==> config.mk <==
export PLATFORM = sky130hd
export DESIGN_NAME = udp_echo_client_ctrl
export DESIGN_NICKNAME = d
export VERILOG_FILES = /design/src/rtl/udp_echo_client_ctrl_pkg.sv /design/src/rtl/udp_echo_client_ctrl_rx_ctrl.sv /design/src/rtl/udp_echo_client_ctrl.sv
export SDC_FILE = /design/constraint.sdc
export NUM_CORES = 1
export LEC_CHECK = 0
export BUFFER_PORTS_ARGS = -buffer_cell sky130_fd_sc_hd__buf_2
export CAP_MARGIN = 20
export CORE_ASPECT_RATIO = 0.6
export CORE_UTILIZATION = 38
export CTS_CLUSTER_DIAMETER = 60
export CTS_CLUSTER_SIZE = 20
export DETAILED_ROUTE_END_ITERATION = 16
export MAX_ROUTING_LAYER = met4
export SYNTH_ARGS = -nofsm -noshare
export SYNTH_HDL_FRONTEND = slang
export SYNTH_SLANG_ARGS = --single-unit
==> constraint.sdc <==
create_clock -name clk -period 5.9 [get_ports clk]
set_clock_uncertainty 0.2 [all_clocks]
set_input_delay 0.885 -clock clk [delete_from_list [all_inputs] [get_ports clk]]
set_output_delay 0.885 -clock clk [all_outputs]
set_load 0.01 [all_outputs]
==> src/rtl/udp_echo_client_ctrl_pkg.sv <==
// Shared types for the UDP echo client control block.
//   mux_sel_e  : outbound datapath mux select (header / metadata / payload)
//   tx_state_e : transmit FSM states (top level)
//   rx_state_e : receive FSM states (udp_echo_client_rx_ctrl)
// NOC_DATA_BYTES_W is the byte-offset width of the default 64-byte flit.
package udp_echo_client_ctrl_pkg;

    localparam int NOC_DATA_BYTES_W = 6;

    typedef enum logic [1:0] {
        SEL_HDR  = 2'd0,
        SEL_META = 2'd1,
        SEL_DATA = 2'd2
    } mux_sel_e;

    typedef enum logic [2:0] {
        TX_IDLE,
        TX_HDR,
        TX_META,
        TX_DATA,
        TX_WAIT
    } tx_state_e;

    typedef enum logic [1:0] {
        RX_IDLE,
        RX_HDR,
        RX_META,
        RX_DATA
    } rx_state_e;

endpackage

==> src/rtl/udp_echo_client_ctrl_rx_ctrl.sv <==
// Receive side of the UDP echo client: accepts one echoed response
// (header, metadata, payload flits), strobes the datapath capture
// registers and keeps the response / mismatch statistics.
// Ports:
//   clk, rst            : clock, synchronous active-high reset
//   clear_stats         : zero both statistics counters (run start)
//   arm                 : enter HDR and start accepting a response
//   abort               : return to IDLE immediately (timeout)
//   payload_flits       : payload flits per response
//   in_val / in_rdy     : inbound flit handshake (transfer on val && rdy)
//   in_data_match       : datapath compare result for current payload flit
//   store_hdr/store_meta: capture strobes, high on the matching transfer
//   in_flit_idx         : index of the current inbound payload flit
//   stat_resps_rcvd     : responses fully received (saturating)
//   stat_mismatches     : payload flits that failed comparison (saturating)
//   resp_done           : high on the transfer of the final response flit
//   mismatch_now        : high on a payload transfer that fails comparison
module udp_echo_client_rx_ctrl
    import udp_echo_client_ctrl_pkg::*;
#(
    parameter int REQ_CNT_W = 16
) (
    input  logic                 clk,
    input  logic                 rst,
    input  logic                 clear_stats,
    input  logic                 arm,
    input  logic                 abort,
    input  logic [15:0]          payload_flits,
    input  logic                 in_val,
    input  logic                 in_data_match,
    output logic                 in_rdy,
    output logic                 store_hdr,
    output logic                 store_meta,
    output logic [15:0]          in_flit_idx,
    output logic [REQ_CNT_W-1:0] stat_resps_rcvd,
    output logic [REQ_CNT_W-1:0] stat_mismatches,
    output logic                 resp_done,
    output logic                 mismatch_now
);

    rx_state_e rx_state;
    logic      in_xfer;

    assign in_xfer      = in_val && in_rdy;
    // Strobes coincide with the transfer so the datapath captures the flit
    // that is on the bus in that cycle.
    assign store_hdr    = in_xfer && (rx_state == RX_HDR);
    assign store_meta   = in_xfer && (rx_state == RX_META);
    assign mismatch_now = in_xfer && (rx_state == RX_DATA) && !in_data_match;
    // Combinational so the TX side sees completion in the same cycle as a
    // possible timeout expiry and can let completion win.
    assign resp_done    = in_xfer &&
                          (((rx_state == RX_META) && (payload_flits == 16'd0)) ||
                           ((rx_state == RX_DATA) && (in_flit_idx == payload_flits - 16'd1)));

    always_ff @(posedge clk) begin
        if (rst) begin
            rx_state        <= RX_IDLE;
            in_rdy          <= 1'b0;
            in_flit_idx     <= 16'd0;
            stat_resps_rcvd <= '0;
            stat_mismatches <= '0;
        end else begin
            if (clear_stats) begin
                stat_resps_rcvd <= '0;
                stat_mismatches <= '0;
            end else begin
                if (mismatch_now && (stat_mismatches != '1))
                    stat_mismatches <= stat_mismatches + REQ_CNT_W'(1);
                if (resp_done && (stat_resps_rcvd != '1))
                    stat_resps_rcvd <= stat_resps_rcvd + REQ_CNT_W'(1);
            end

            if (abort) begin
                rx_state    <= RX_IDLE;
                in_rdy      <= 1'b0;
                in_flit_idx <= 16'd0;
            end else begin
                case (rx_state)
                    RX_IDLE: if (arm) begin
                        rx_state <= RX_HDR;
                        in_rdy   <= 1'b1;
                    end
                    RX_HDR: if (in_xfer) rx_state <= RX_META;
                    RX_META: if (in_xfer) begin
                        if (payload_flits == 16'd0) begin
                            rx_state <= RX_IDLE;
                            in_rdy   <= 1'b0;
                        end else begin
                            rx_state    <= RX_DATA;
                            in_flit_idx <= 16'd0;
                        end
                    end
                    RX_DATA: if (in_xfer) begin
                        if (in_flit_idx == payload_flits - 16'd1) begin
                            rx_state    <= RX_IDLE;
                            in_rdy      <= 1'b0;
                            in_flit_idx <= 16'd0;
                        end else begin
                            in_flit_idx <= in_flit_idx + 16'd1;
                        end
                    end
                    default: begin
                        rx_state <= RX_IDLE;
                        in_rdy   <= 1'b0;
                    end
                endcase
            end
        end
    end

endmodule

==> src/rtl/udp_echo_client_ctrl.sv <==
// UDP echo client control: sends cfg_num_reqs request messages
// (header, metadata, payload flits) stop-and-wait, checks each echoed
// response through udp_echo_client_rx_ctrl, and aborts the run if a
// response does not arrive within TIMEOUT_CYCLES.
// Ports:
//   start/cfg_*           : run request, config sampled at start
//   busy/done/done_err    : run status; done is a one-cycle pulse
//   client_out_noc0_vrtoc_val / noc0_vrtoc_client_out_rdy : outbound handshake
//   out_data_mux_sel/out_flit_idx : outbound datapath steering
//   noc0_ctovr_client_in_val / client_in_noc0_ctovr_rdy  : inbound handshake
//   in_store_hdr_flit/in_store_meta_flit/in_flit_idx/in_data_match : inbound datapath
//   stat_*                : saturating run statistics, cleared at start
// Handshake: a flit moves when val && rdy; val is held and the selects are
// frozen until that happens.
module udp_echo_client_ctrl
    import udp_echo_client_ctrl_pkg::*;
#(
    parameter int NOC_DATA_BYTES = 64,
    parameter int REQ_CNT_W      = 16,
    parameter int TIMEOUT_CYCLES = 4096
) (
    input  logic                 clk,
    input  logic                 rst,
    input  logic                 start,
    input  logic [REQ_CNT_W-1:0] cfg_num_reqs,
    input  logic [15:0]          cfg_payload_bytes,
    output logic                 busy,
    output logic                 done,
    output logic                 done_err,
    output logic                 client_out_noc0_vrtoc_val,
    input  logic                 noc0_vrtoc_client_out_rdy,
    output logic [1:0]           out_data_mux_sel,
    output logic [15:0]          out_flit_idx,
    input  logic                 noc0_ctovr_client_in_val,
    output logic                 client_in_noc0_ctovr_rdy,
    output logic                 in_store_hdr_flit,
    output logic                 in_store_meta_flit,
    output logic [15:0]          in_flit_idx,
    input  logic                 in_data_match,
    output logic [REQ_CNT_W-1:0] stat_reqs_sent,
    output logic [REQ_CNT_W-1:0] stat_resps_rcvd,
    output logic [REQ_CNT_W-1:0] stat_mismatches
);

    localparam int                SHIFT    = $clog2(NOC_DATA_BYTES);
    localparam int                TMR_W    = $clog2(TIMEOUT_CYCLES + 1);
    localparam logic [TMR_W-1:0]  TMR_LOAD = TMR_W'(TIMEOUT_CYCLES);

    tx_state_e            tx_state;
    logic [REQ_CNT_W-1:0] num_reqs;
    logic [15:0]          payload_flits;
    logic [TMR_W-1:0]     timer;
    logic [16:0]          bytes_round;
    logic                 out_xfer;
    logic                 last_out;
    logic                 clear_stats;
    logic                 rx_arm;
    logic                 rx_abort;
    logic                 resp_done;
    logic                 mismatch_now;

    // 17-bit sum so a payload near 64 KiB does not wrap before the divide.
    assign bytes_round = {1'b0, cfg_payload_bytes} + 17'(NOC_DATA_BYTES - 1);
    assign out_xfer    = client_out_noc0_vrtoc_val && noc0_vrtoc_client_out_rdy;
    assign last_out    = ((tx_state == TX_META) && (payload_flits == 16'd0)) ||
                         ((tx_state == TX_DATA) && (out_flit_idx == payload_flits - 16'd1));
    assign clear_stats = (tx_state == TX_IDLE) && start;
    // RX is armed on the same edge TX enters WAIT; with no payload that is
    // the metadata transfer itself.
    assign rx_arm      = out_xfer && last_out;
    assign rx_abort    = (tx_state == TX_WAIT) && (timer == TMR_W'(1)) && !resp_done;

    always_ff @(posedge clk) begin
        if (rst) begin
            tx_state                  <= TX_IDLE;
            busy                      <= 1'b0;
            done                      <= 1'b0;
            done_err                  <= 1'b0;
            client_out_noc0_vrtoc_val <= 1'b0;
            out_data_mux_sel          <= SEL_HDR;
            out_flit_idx              <= 16'd0;
            num_reqs                  <= '0;
            payload_flits             <= 16'd0;
            timer                     <= '0;
            stat_reqs_sent            <= '0;
        end else begin
            done <= 1'b0;
            case (tx_state)
                TX_IDLE: begin
                    // busy drops the cycle after done.
                    busy <= 1'b0;
                    if (start) begin
                        num_reqs       <= cfg_num_reqs;
                        payload_flits  <= 16'(bytes_round >> SHIFT);
                        stat_reqs_sent <= '0;
                        done_err       <= 1'b0;
                        if (cfg_num_reqs == '0) begin
                            done <= 1'b1;
                        end else begin
                            busy                      <= 1'b1;
                            tx_state                  <= TX_HDR;
                            client_out_noc0_vrtoc_val <= 1'b1;
                            out_data_mux_sel          <= SEL_HDR;
                        end
                    end
                end
                TX_HDR: if (out_xfer) begin
                    tx_state         <= TX_META;
                    out_data_mux_sel <= SEL_META;
                end
                TX_META, TX_DATA: if (out_xfer) begin
                    if (last_out) begin
                        tx_state                  <= TX_WAIT;
                        client_out_noc0_vrtoc_val <= 1'b0;
                        out_data_mux_sel          <= SEL_HDR;
                        out_flit_idx              <= 16'd0;
                        timer                     <= TMR_LOAD;
                        if (stat_reqs_sent != '1)
                            stat_reqs_sent <= stat_reqs_sent + REQ_CNT_W'(1);
                    end else if (tx_state == TX_META) begin
                        tx_state         <= TX_DATA;
                        out_data_mux_sel <= SEL_DATA;
                        out_flit_idx     <= 16'd0;
                    end else begin
                        out_flit_idx <= out_flit_idx + 16'd1;
                    end
                end
                TX_WAIT: begin
                    // Completion is checked first so it wins over expiry.
                    if (resp_done) begin
                        if (stat_reqs_sent == num_reqs) begin
                            tx_state <= TX_IDLE;
                            done     <= 1'b1;
                            done_err <= (stat_mismatches != '0) || mismatch_now;
                        end else begin
                            tx_state                  <= TX_HDR;
                            client_out_noc0_vrtoc_val <= 1'b1;
                            out_data_mux_sel          <= SEL_HDR;
                        end
                    end else if (timer == TMR_W'(1)) begin
                        tx_state <= TX_IDLE;
                        done     <= 1'b1;
                        done_err <= 1'b1;
                    end else begin
                        timer <= timer - TMR_W'(1);
                    end
                end
                default: begin
                    tx_state                  <= TX_IDLE;
                    client_out_noc0_vrtoc_val <= 1'b0;
                end
            endcase
        end
    end

    udp_echo_client_rx_ctrl #(
        .REQ_CNT_W(REQ_CNT_W)
    ) u_rx (
        .clk            (clk),
        .rst            (rst),
        .clear_stats    (clear_stats),
        .arm            (rx_arm),
        .abort          (rx_abort),
        .payload_flits  (payload_flits),
        .in_val         (noc0_ctovr_client_in_val),
        .in_data_match  (in_data_match),
        .in_rdy         (client_in_noc0_ctovr_rdy),
        .store_hdr      (in_store_hdr_flit),
        .store_meta     (in_store_meta_flit),
        .in_flit_idx    (in_flit_idx),
        .stat_resps_rcvd(stat_resps_rcvd),
        .stat_mismatches(stat_mismatches),
        .resp_done      (resp_done),
        .mismatch_now   (mismatch_now)
    );

endmodule

==> reports/summary.log, run 1 <==
qor: die.io-pin-count 127
qor: detailed_routing.detail_route.iter0.violations 534
qor: yosys.synth_nets 993
qor: worst_setup_path.timing.critical_path.required 5980 ps
qor: finish.layout.cells.most_common sky130_fd_sc_hd__dfxtp_1
qor: power.intPower 0.001984 W
qor: die.core_area 0.01918 mm²
qor: sta.hold_violations 0
qor: clocking.post_cts.resized_instances 0
qor: sta.period_minus_slack 4398 ps
qor: yosys.synth_enable_flop_cells 0
qor: yosys.synthesis.instances 941
qor: finish.insertedDiodeCount 0
qor: power.power.share.sequential 0.354
qor: detailed_routing.drt_drc_violations_left 0
qor: power.p_clk_frac 0.359
qor: place.io_buffers 126
qor: sta.timing.final.crit_share 0.7455
qor: finish.leading_cell_types_in_the_layout_fill_and_taps_excluded 132 x sky130_fd_sc_hd__dfxtp_1, 126 x sky130_fd_sc_hd__buf_2, 105 x sky130_fd_sc_hd__nor2_1
qor: worst_setup_path.r2r_setup_slack 1500 ps
qor: sta.clock.fmax 227.4 MHz
qor: finish.layout-area-overhead-vs-synth 18.78%
qor: power.switchingPower 0.001038 W
qor: yosys.asyncSetResetFlopFracSynth 0
qor: clocking.clk_pin_slew 60 ps
qor: die.placementRows 39
qor: worst_setup_path.endpoint_kind register
qor: yosys.synth-warning-count 0
qor: power.power_leakage 3.467 nW
qor: power.switching_share 0.3435
qor: detailed_routing.1st_pass_router_iterations 6
qor: die.start_util 0.3913
qor: yosys.mappedNetlistArea 0.007503 mm²
qor: run_status.run_status finished, final reports clean
qor: detailed_routing.route.detailed.wl_per_inst 15.97 µm
qor: place.place_hpwl 15630 µm
qor: flow_run.drv_cap 0
qor: worst_setup_path.worstSetupStartpointType register
qor: finish.finish.utilization 0.4647
qor: yosys.seq_area_frac_synth 0.3522
qor: clocking.ctsHtreeMaxLevel 4
qor: sta.max_slew.worst_pin.slew 859.6 ps
qor: place.placedInstanceArea 0.008319 mm²
qor: sta.setup-tns-final 0 ps
qor: finish.finalInstanceArea 0.008912 mm²
qor: sta.max-slew-margin-rel 0.4269
qor: clocking.post-cts-setup-buffer-count 0
qor: worst_hold_path.hold_path_class register to register
qor: yosys.ys_seq_elements 132
qor: finish.num-nets-final 1099
qor: global_routing.grt_antenna_before_repair 0
qor: clocking.clock_sink_count 132
qor: global_routing.overflow 0
qor: place.finalWeightedCongestion 0.9577
qor: global_routing.wire_length_of_the_first_global_routing_pass 34380 µm
qor: sta.rsz0062_at_grt no
qor: yosys.synthFlopType sky130_fd_sc_hd__dfxtp_1
qor: power.p_comb_frac 0.287
qor: finish.drive_gt1_frac 0.1756
qor: die.die_h 110.8 µm
qor: yosys.avgSynthCellArea 7.974 µm²
qor: worst_setup_path.critPathArrivalTime 4470 ps
qor: clocking.cts_made_buffers 17
qor: die.die_w 183.4 µm
qor: finish.layoutNonFillerInstCount 1325
qor: clocking.clock_path_buffers 2
qor: detailed_routing.wirelength 21160 µm
qor: sta.maxSlewViolCount 0
qor: detailed_routing.route.vias.total 7125
qor: global_routing.number_of_global_route_vias_before_repair 6330
qor: clocking.holdBufCountCts 0
qor: clocking.clk_latency 430 ps
qor: worst_setup_path.critical_path_class register to register
qor: detailed_routing.ant_nets 0
qor: power.total_power 0.003022 W
qor: clocking.tritoncts built
qor: global_routing.total_routing_usage_gr 0.2205
qor: power.power-per-cell-area 339.1 mW/mm²
qor: clocking.cts_root_buf sky130_fd_sc_hd__clkbuf_16
qor: worst_setup_path.path_max_fanout 19
qor: sta.finalSetupViolCount 0
qor: yosys.synth.distinct_cells 65
qor: detailed_routing.vias_per_cell 5.377
qor: place.post-place-cells 1294
qor: die.design.die.area 0.02033 mm²
qor: power.vdd.ir_drop.worst 250.3 µV
qor: global_routing.grt_start_max_net_pins 43
## power by group through the flow
stage / registers, W / clock network, W / logic (W)
after floorplan: 0.00102 / 0 / 0.000711
after global placement: 0.00108 / 0 / 0.000857
after detailed placement: 0.00108 / 0 / 0.000850
after CTS: 0.00107 / 0.00111 / 0.000857
after global routing: 0.00108 / 0.00115 / 0.000961
final: 0.00107 / 0.00108 / 0.000867
## critical path, stage by stage (launching register included)
cell and delay [ps]:
sky130_fd_sc_hd__dfxtp_1 400, sky130_fd_sc_hd__inv_1 90, sky130_fd_sc_hd__ha_1 390, sky130_fd_sc_hd__or3b_1 460, sky130_fd_sc_hd__o31ai_1 440, sky130_fd_sc_hd__mux2i_1 160, sky130_fd_sc_hd__a211oi_1 240, sky130_fd_sc_hd__nand4b_1 540
sky130_fd_sc_hd__and2_1 560, sky130_fd_sc_hd__o21ai_1 670, sky130_fd_sc_hd__a21oi_1 90
## final cells by class
class / instances / area, µm²
Fill cell: 1936 / 10260
Sequential cell: 132 / 2643
Clock buffer: 22 / 464.2
Multi-Input combinational cell: 735 / 4556
Clock inverter: 9 / 128.9
Timing Repair Buffer: 133 / 683.2
Tap cell: 266 / 332.8
Inverter: 28 / 105.1
## per-stage QoR
stage	hold WS, ps	setup WS, ps
3_5_place_dp	260.7	1634
4_1_cts	266.6	1593
3_3_place_gp	244.9	1798
2_1_floorplan	246.3	2497
5_1_grt	292.2	1190
6_report	265.0	1502
## synthesized netlist by cell type, types with 4 or more instances
master	number	area (µm²)
sky130_fd_sc_hd__a21oi_1	72	360.4
sky130_fd_sc_hd__a2111oi_0	5	43.79
sky130_fd_sc_hd__nand2b_1	7	43.79
sky130_fd_sc_hd__ha_1	14	175.2
sky130_fd_sc_hd__buf_2	7	35.03
sky130_fd_sc_hd__inv_1	28	105.1
sky130_fd_sc_hd__and4_1	10	87.58
sky130_fd_sc_hd__nand4_1	20	125.1
sky130_fd_sc_hd__nor2b_1	7	43.79
sky130_fd_sc_hd__or3_1	21	131.4
sky130_fd_sc_hd__nor4_1	19	118.9
sky130_fd_sc_hd__nor3_1	22	110.1
sky130_fd_sc_hd__clkbuf_1	35	131.4
sky130_fd_sc_hd__and3_1	19	118.9
sky130_fd_sc_hd__and2_1	7	43.79
sky130_fd_sc_hd__nor2_1	105	394.1
sky130_fd_sc_hd__or4_1	21	157.7
sky130_fd_sc_hd__nand2_1	104	390.4
sky130_fd_sc_hd__nand3_1	38	190.2
sky130_fd_sc_hd__xnor2_1	61	534.3
sky130_fd_sc_hd__xor2_1	40	350.3
sky130_fd_sc_hd__or2_2	5	31.28
sky130_fd_sc_hd__o31ai_1	16	120.1
sky130_fd_sc_hd__o21ai_0	29	145.1
sky130_fd_sc_hd__a31o_2	5	43.79
sky130_fd_sc_hd__dfxtp_1	132	2643
sky130_fd_sc_hd__a211oi_1	16	120.1
sky130_fd_sc_hd__mux2i_1	9	90.09
sky130_fd_sc_hd__a21o_1	6	45.04
sky130_fd_sc_hd__nor3b_1	5	37.54
sky130_fd_sc_hd__o211ai_1	4	30.03
## per-layer routing
layer / GRT usage / vias to the layer above / part of all wire
li1: - / 3566 / -
met1: 0.3422 / 3311 / 0.54
met2: 0.2755 / 236 / 0.38
met3: 0.05486 / 12 / 0.071
met4: 0.04944 / 0 / 0.0073
met5: - / - / 0
## worst paths after layout
kind	start	cells after the start	endpoint
worst max register to register	payload_flits[0]	10	timer[3]
worst min-delay path	out_data_mux_sel[1]	2	out_data_mux_sel[1]
worst min register to register	out_data_mux_sel[1]	2	out_data_mux_sel[1]
worst max-delay path	payload_flits[0]	10	timer[3]
## sequential cells by signal, indices dropped and copies added (netlist names), 2 cells and up
| signal | flops |
|---|---|
| num_reqs | 16 |
| out_data_mux_sel | 2 |
| out_flit_idx | 16 |
| payload_flits | 11 |
| stat_reqs_sent | 16 |
| timer | 13 |
| tx_state | 3 |
| u_rx.in_flit_idx | 16 |
| u_rx.rx_state | 2 |
| u_rx.stat_mismatches | 16 |
| u_rx.stat_resps_rcvd | 16 |
## cells by family after synthesis
logic type	count (synthesis)	synth area share
adder cells (fa/ha/maj)	14	0.02335
flip-flops	132	0.3522
buffers and inverters	74	0.04069
AND/OR/NAND/NOR	427	0.2921
multiplexers	9	0.01201
XOR/XNOR	101	0.1179
AO/OA/AOI/OAI	184	0.1618
Power figures use the tool's default switching activity.
==> run 2, diff against run 1 <==
==> constraint.sdc (replaced) <==
create_clock -name clk -period 3.9 [get_ports clk]
set_clock_uncertainty 0.2 [all_clocks]
set_input_delay 0.585 -clock clk [delete_from_list [all_inputs] [get_ports clk]]
set_output_delay 0.585 -clock clk [all_outputs]
set_load 0.01 [all_outputs]
==> reports/summary.log, run 2 (same netlist as run 1, synthesis figures left out) <==
qor: die.core_area 0.01918 mm² [unchanged]
qor: worst_setup_path.critical_path.reg2reg.startpoint payload_flits[3]
qor: detailed_routing.drt_drc_violations_left 0 [unchanged]
qor: finish.layoutNonFillerInstCount 1340 [+1.1%]
qor: sta.setup-tns-final 0 ps [unchanged]
qor: clocking.clk_latency 430 ps [about the same]
qor: detailed_routing.vias_per_cell 5.374 [about the same]
qor: global_routing.overflow 0 [unchanged]
qor: finish.insertedDiodeCount 0 [unchanged]
qor: power.p_comb_frac 0.303 [+0.016]
qor: place.post-place-cells 1309 [+1.2%]
qor: power.p_clk_frac 0.347 [-0.012]
qor: run_status.run_status finished, final reports clean
qor: global_routing.grt_antenna_before_repair 0 [unchanged]
qor: place.io_buffers 126 [unchanged]
qor: global_routing.grt_start_max_net_pins 46 [+7.0%]
qor: worst_setup_path.timing.rr.end u_rx.in_flit_idx[14]
qor: power.switching_share 0.3511 [+0.007592]
qor: clocking.clk_pin_slew 60 ps [about the same]
qor: die.start_util 0.3913 [unchanged]
qor: power.switchingPower 0.001606 W [+55%]
qor: sta.max_slew.worst_pin.slew 847.3 ps [-12.23 ps]
qor: worst_hold_path.worst_hold_path.endpoint num_reqs[12]
qor: detailed_routing.wirelength 21360 µm [+0.92%]
qor: worst_setup_path.timing.critical_path.required 4060 ps [-1920 ps]
qor: sta.maxSlewViolCount 0 [unchanged]
qor: sta.timing.final.ws_setup 238.3 ps [-1263 ps]
qor: power.power-per-cell-area 506.1 mW/mm² [+49%]
qor: clocking.clock_path_buffers 2 [unchanged]
qor: power.power_leakage 3.541 nW [+2.1%]
qor: clocking.clock_sink_count 132 [unchanged]
qor: finish.layout.cells.most_common sky130_fd_sc_hd__dfxtp_1
qor: place.placedInstanceArea 0.008444 mm² [+1.5%]
qor: detailed_routing.wl_met1 11820 µm [+3.8%]
qor: worst_hold_path.hold_path_class input pin to register
qor: die.die_w 183.4 µm [unchanged]
qor: detailed_routing.route.detailed.wl_per_inst 15.94 µm [-0.21%]
qor: sta.hold_violations 0 [unchanged]
qor: finish.leading_cell_types_in_the_layout_fill_and_taps_excluded 132 x sky130_fd_sc_hd__dfxtp_1, 126 x sky130_fd_sc_hd__buf_2, 105 x sky130_fd_sc_hd__nor2_1
qor: finish.num-nets-final 1114 [+1.4%]
qor: finish.layout-area-overhead-vs-synth 20.41%
qor: worst_setup_path.critical_path_class register to register
qor: sta.timing.final.crit_share 0.9389 [+0.1934]
qor: die.io-pin-count 127 [unchanged]
qor: die.design.die.area 0.02033 mm² [unchanged]
qor: detailed_routing.route.vias.total 7201 [+1.1%]
qor: detailed_routing.detail_route.iter0.violations 542 [+1.5%]
qor: die.die_h 110.8 µm [unchanged]
qor: worst_setup_path.critPathArrivalTime 3820 ps [-650 ps]
qor: detailed_routing.1st_pass_router_iterations 5 [-1]
qor: clocking.tritoncts built
qor: clocking.cts_root_buf sky130_fd_sc_hd__clkbuf_16
qor: place.finalWeightedCongestion 0.9335 [-2.5%]
qor: worst_hold_path.hold-path-cell-count 3 [+1]
qor: worst_setup_path.r2r_setup_slack 240 ps [-1260 ps]
qor: sta.max-slew-margin-rel 0.4303 [+0.003326]
qor: die.placementRows 39 [unchanged]
qor: sta.finalSetupViolCount 0 [unchanged]
qor: sta.period_minus_slack 3662 ps [-736.6 ps]
qor: worst_setup_path.worstSetupStartpointType register
qor: sta.clock.fmax 273.1 MHz [+20%]
qor: clocking.ctsHtreeMaxLevel 4 [unchanged]
qor: detailed_routing.highest_signal_layer_in_the_routed_design met4
qor: worst_setup_path.path_max_fanout 16 [-3]
qor: global_routing.wire_length_of_the_first_global_routing_pass 34200 µm [-0.52%]
qor: sta.rsz0062_at_grt no
qor: detailed_routing.ant_nets 0 [unchanged]
qor: worst_hold_path.hold_start cfg_num_reqs[12]
qor: finish.finalInstanceArea 0.009035 mm² [+1.4%]
qor: detailed_routing.wl_met3 1401 µm [-6.8%]
qor: finish.finish.utilization 0.4711 [+0.006394]
qor: power.vdd.ir_drop.worst 308.5 µV [+23%]
qor: place.place_hpwl 16080 µm [+2.9%]
qor: detailed_routing.met2WireLength 8014 µm [-1.3%]
qor: clocking.cts_made_buffers 17 [unchanged]
qor: global_routing.number_of_global_route_vias_before_repair 6155 [-2.8%]
qor: flow_run.drv_cap 0 [unchanged]
qor: global_routing.total_routing_usage_gr 0.2202 [-0.0002761]
qor: clocking.post-cts-setup-buffer-count 0 [unchanged]
qor: power.power.share.sequential 0.351 [-0.003]
qor: place.placement.setup.worst_slack 87.99 ps [-1546 ps]
qor: worst_setup_path.rr_worst_depth 8 [-2]
qor: power.intPower 0.002967 W [+50%]
qor: worst_setup_path.endpoint_kind register
qor: finish.drive_gt1_frac 0.1918 [+0.01617]
==> run 2: per-layer routing <==
| metal | vias up | global-route usage |
|---|---|---|
| li1 | 3618 | - |
| met1 | 3331 | 0.3572 |
| met2 | 245 | 0.2611 |
| met3 | 7 | 0.05191 |
| met4 | 0 | 0.04333 |
| met5 | - | - |
==> run 2: per-stage QoR <==
step                hold WS [ps]  total power, W
finish                     202.4        0.004573
floorplan                  246.3        0.002621
global placement           259.1        0.002994
global route               196.5        0.004831
CTS                        185.0        0.004586
detailed placement         263.6        0.002978
==> run 2: final cells by class <==
type / instances / area (µm²)
Inverter: 28 / 105.1
Timing Repair Buffer: 148 / 808.3
Clock inverter: 12 / 132.6
Tap cell: 266 / 332.8
Sequential cell: 132 / 2643
Multi-Input combinational cell: 735 / 4571
Fill cell: 1937 / 10140
Clock buffer: 19 / 442.9
==> run 2: how the worst max path moves through the flow <==
stage | start | end | slack [ps] | cells after the start
after floorplan | payload_flits[0] | out_flit_idx[0] | 500 | 14
after global placement | payload_flits[3] | u_rx.in_flit_idx[13] | 120 | 8
after detailed placement | payload_flits[0] | u_rx.in_flit_idx[14] | 90 | 10
after CTS | payload_flits[0] | u_rx.in_flit_idx[14] | 60 | 10
after global routing | payload_flits[3] | u_rx.in_flit_idx[0] | 40 | 8
final | payload_flits[3] | u_rx.in_flit_idx[14] | 240 | 8
==> run 2: power by group through the flow <==
stage	combinational, W	sequential, W	clock (W)
finish	0.00138	0.00160	0.00158
global route	0.00151	0.00162	0.00170
CTS	0.00136	0.00160	0.00162
detailed placement	0.00135	0.00163	0
global placement	0.00137	0.00163	0
floorplan	0.00108	0.00154	0
==> run 2: worst max-delay path: stages, from the launching register on <==
cell and delay, ps:
sky130_fd_sc_hd__dfxtp_1 430, sky130_fd_sc_hd__nor4_2 490, sky130_fd_sc_hd__and4_1 420, sky130_fd_sc_hd__mux2i_1 360, sky130_fd_sc_hd__o2111ai_4 220, sky130_fd_sc_hd__or4_4 550, sky130_fd_sc_hd__a31oi_1 500, sky130_fd_sc_hd__nand2_4 260
sky130_fd_sc_hd__nor2_1 160
==> run 2: repair_timing <==
item                                    4_1_cts  5_1_grt
hold buffers                                  0        0
endpoints found under the setup margin        0       19
gates resized for setup                       0        4
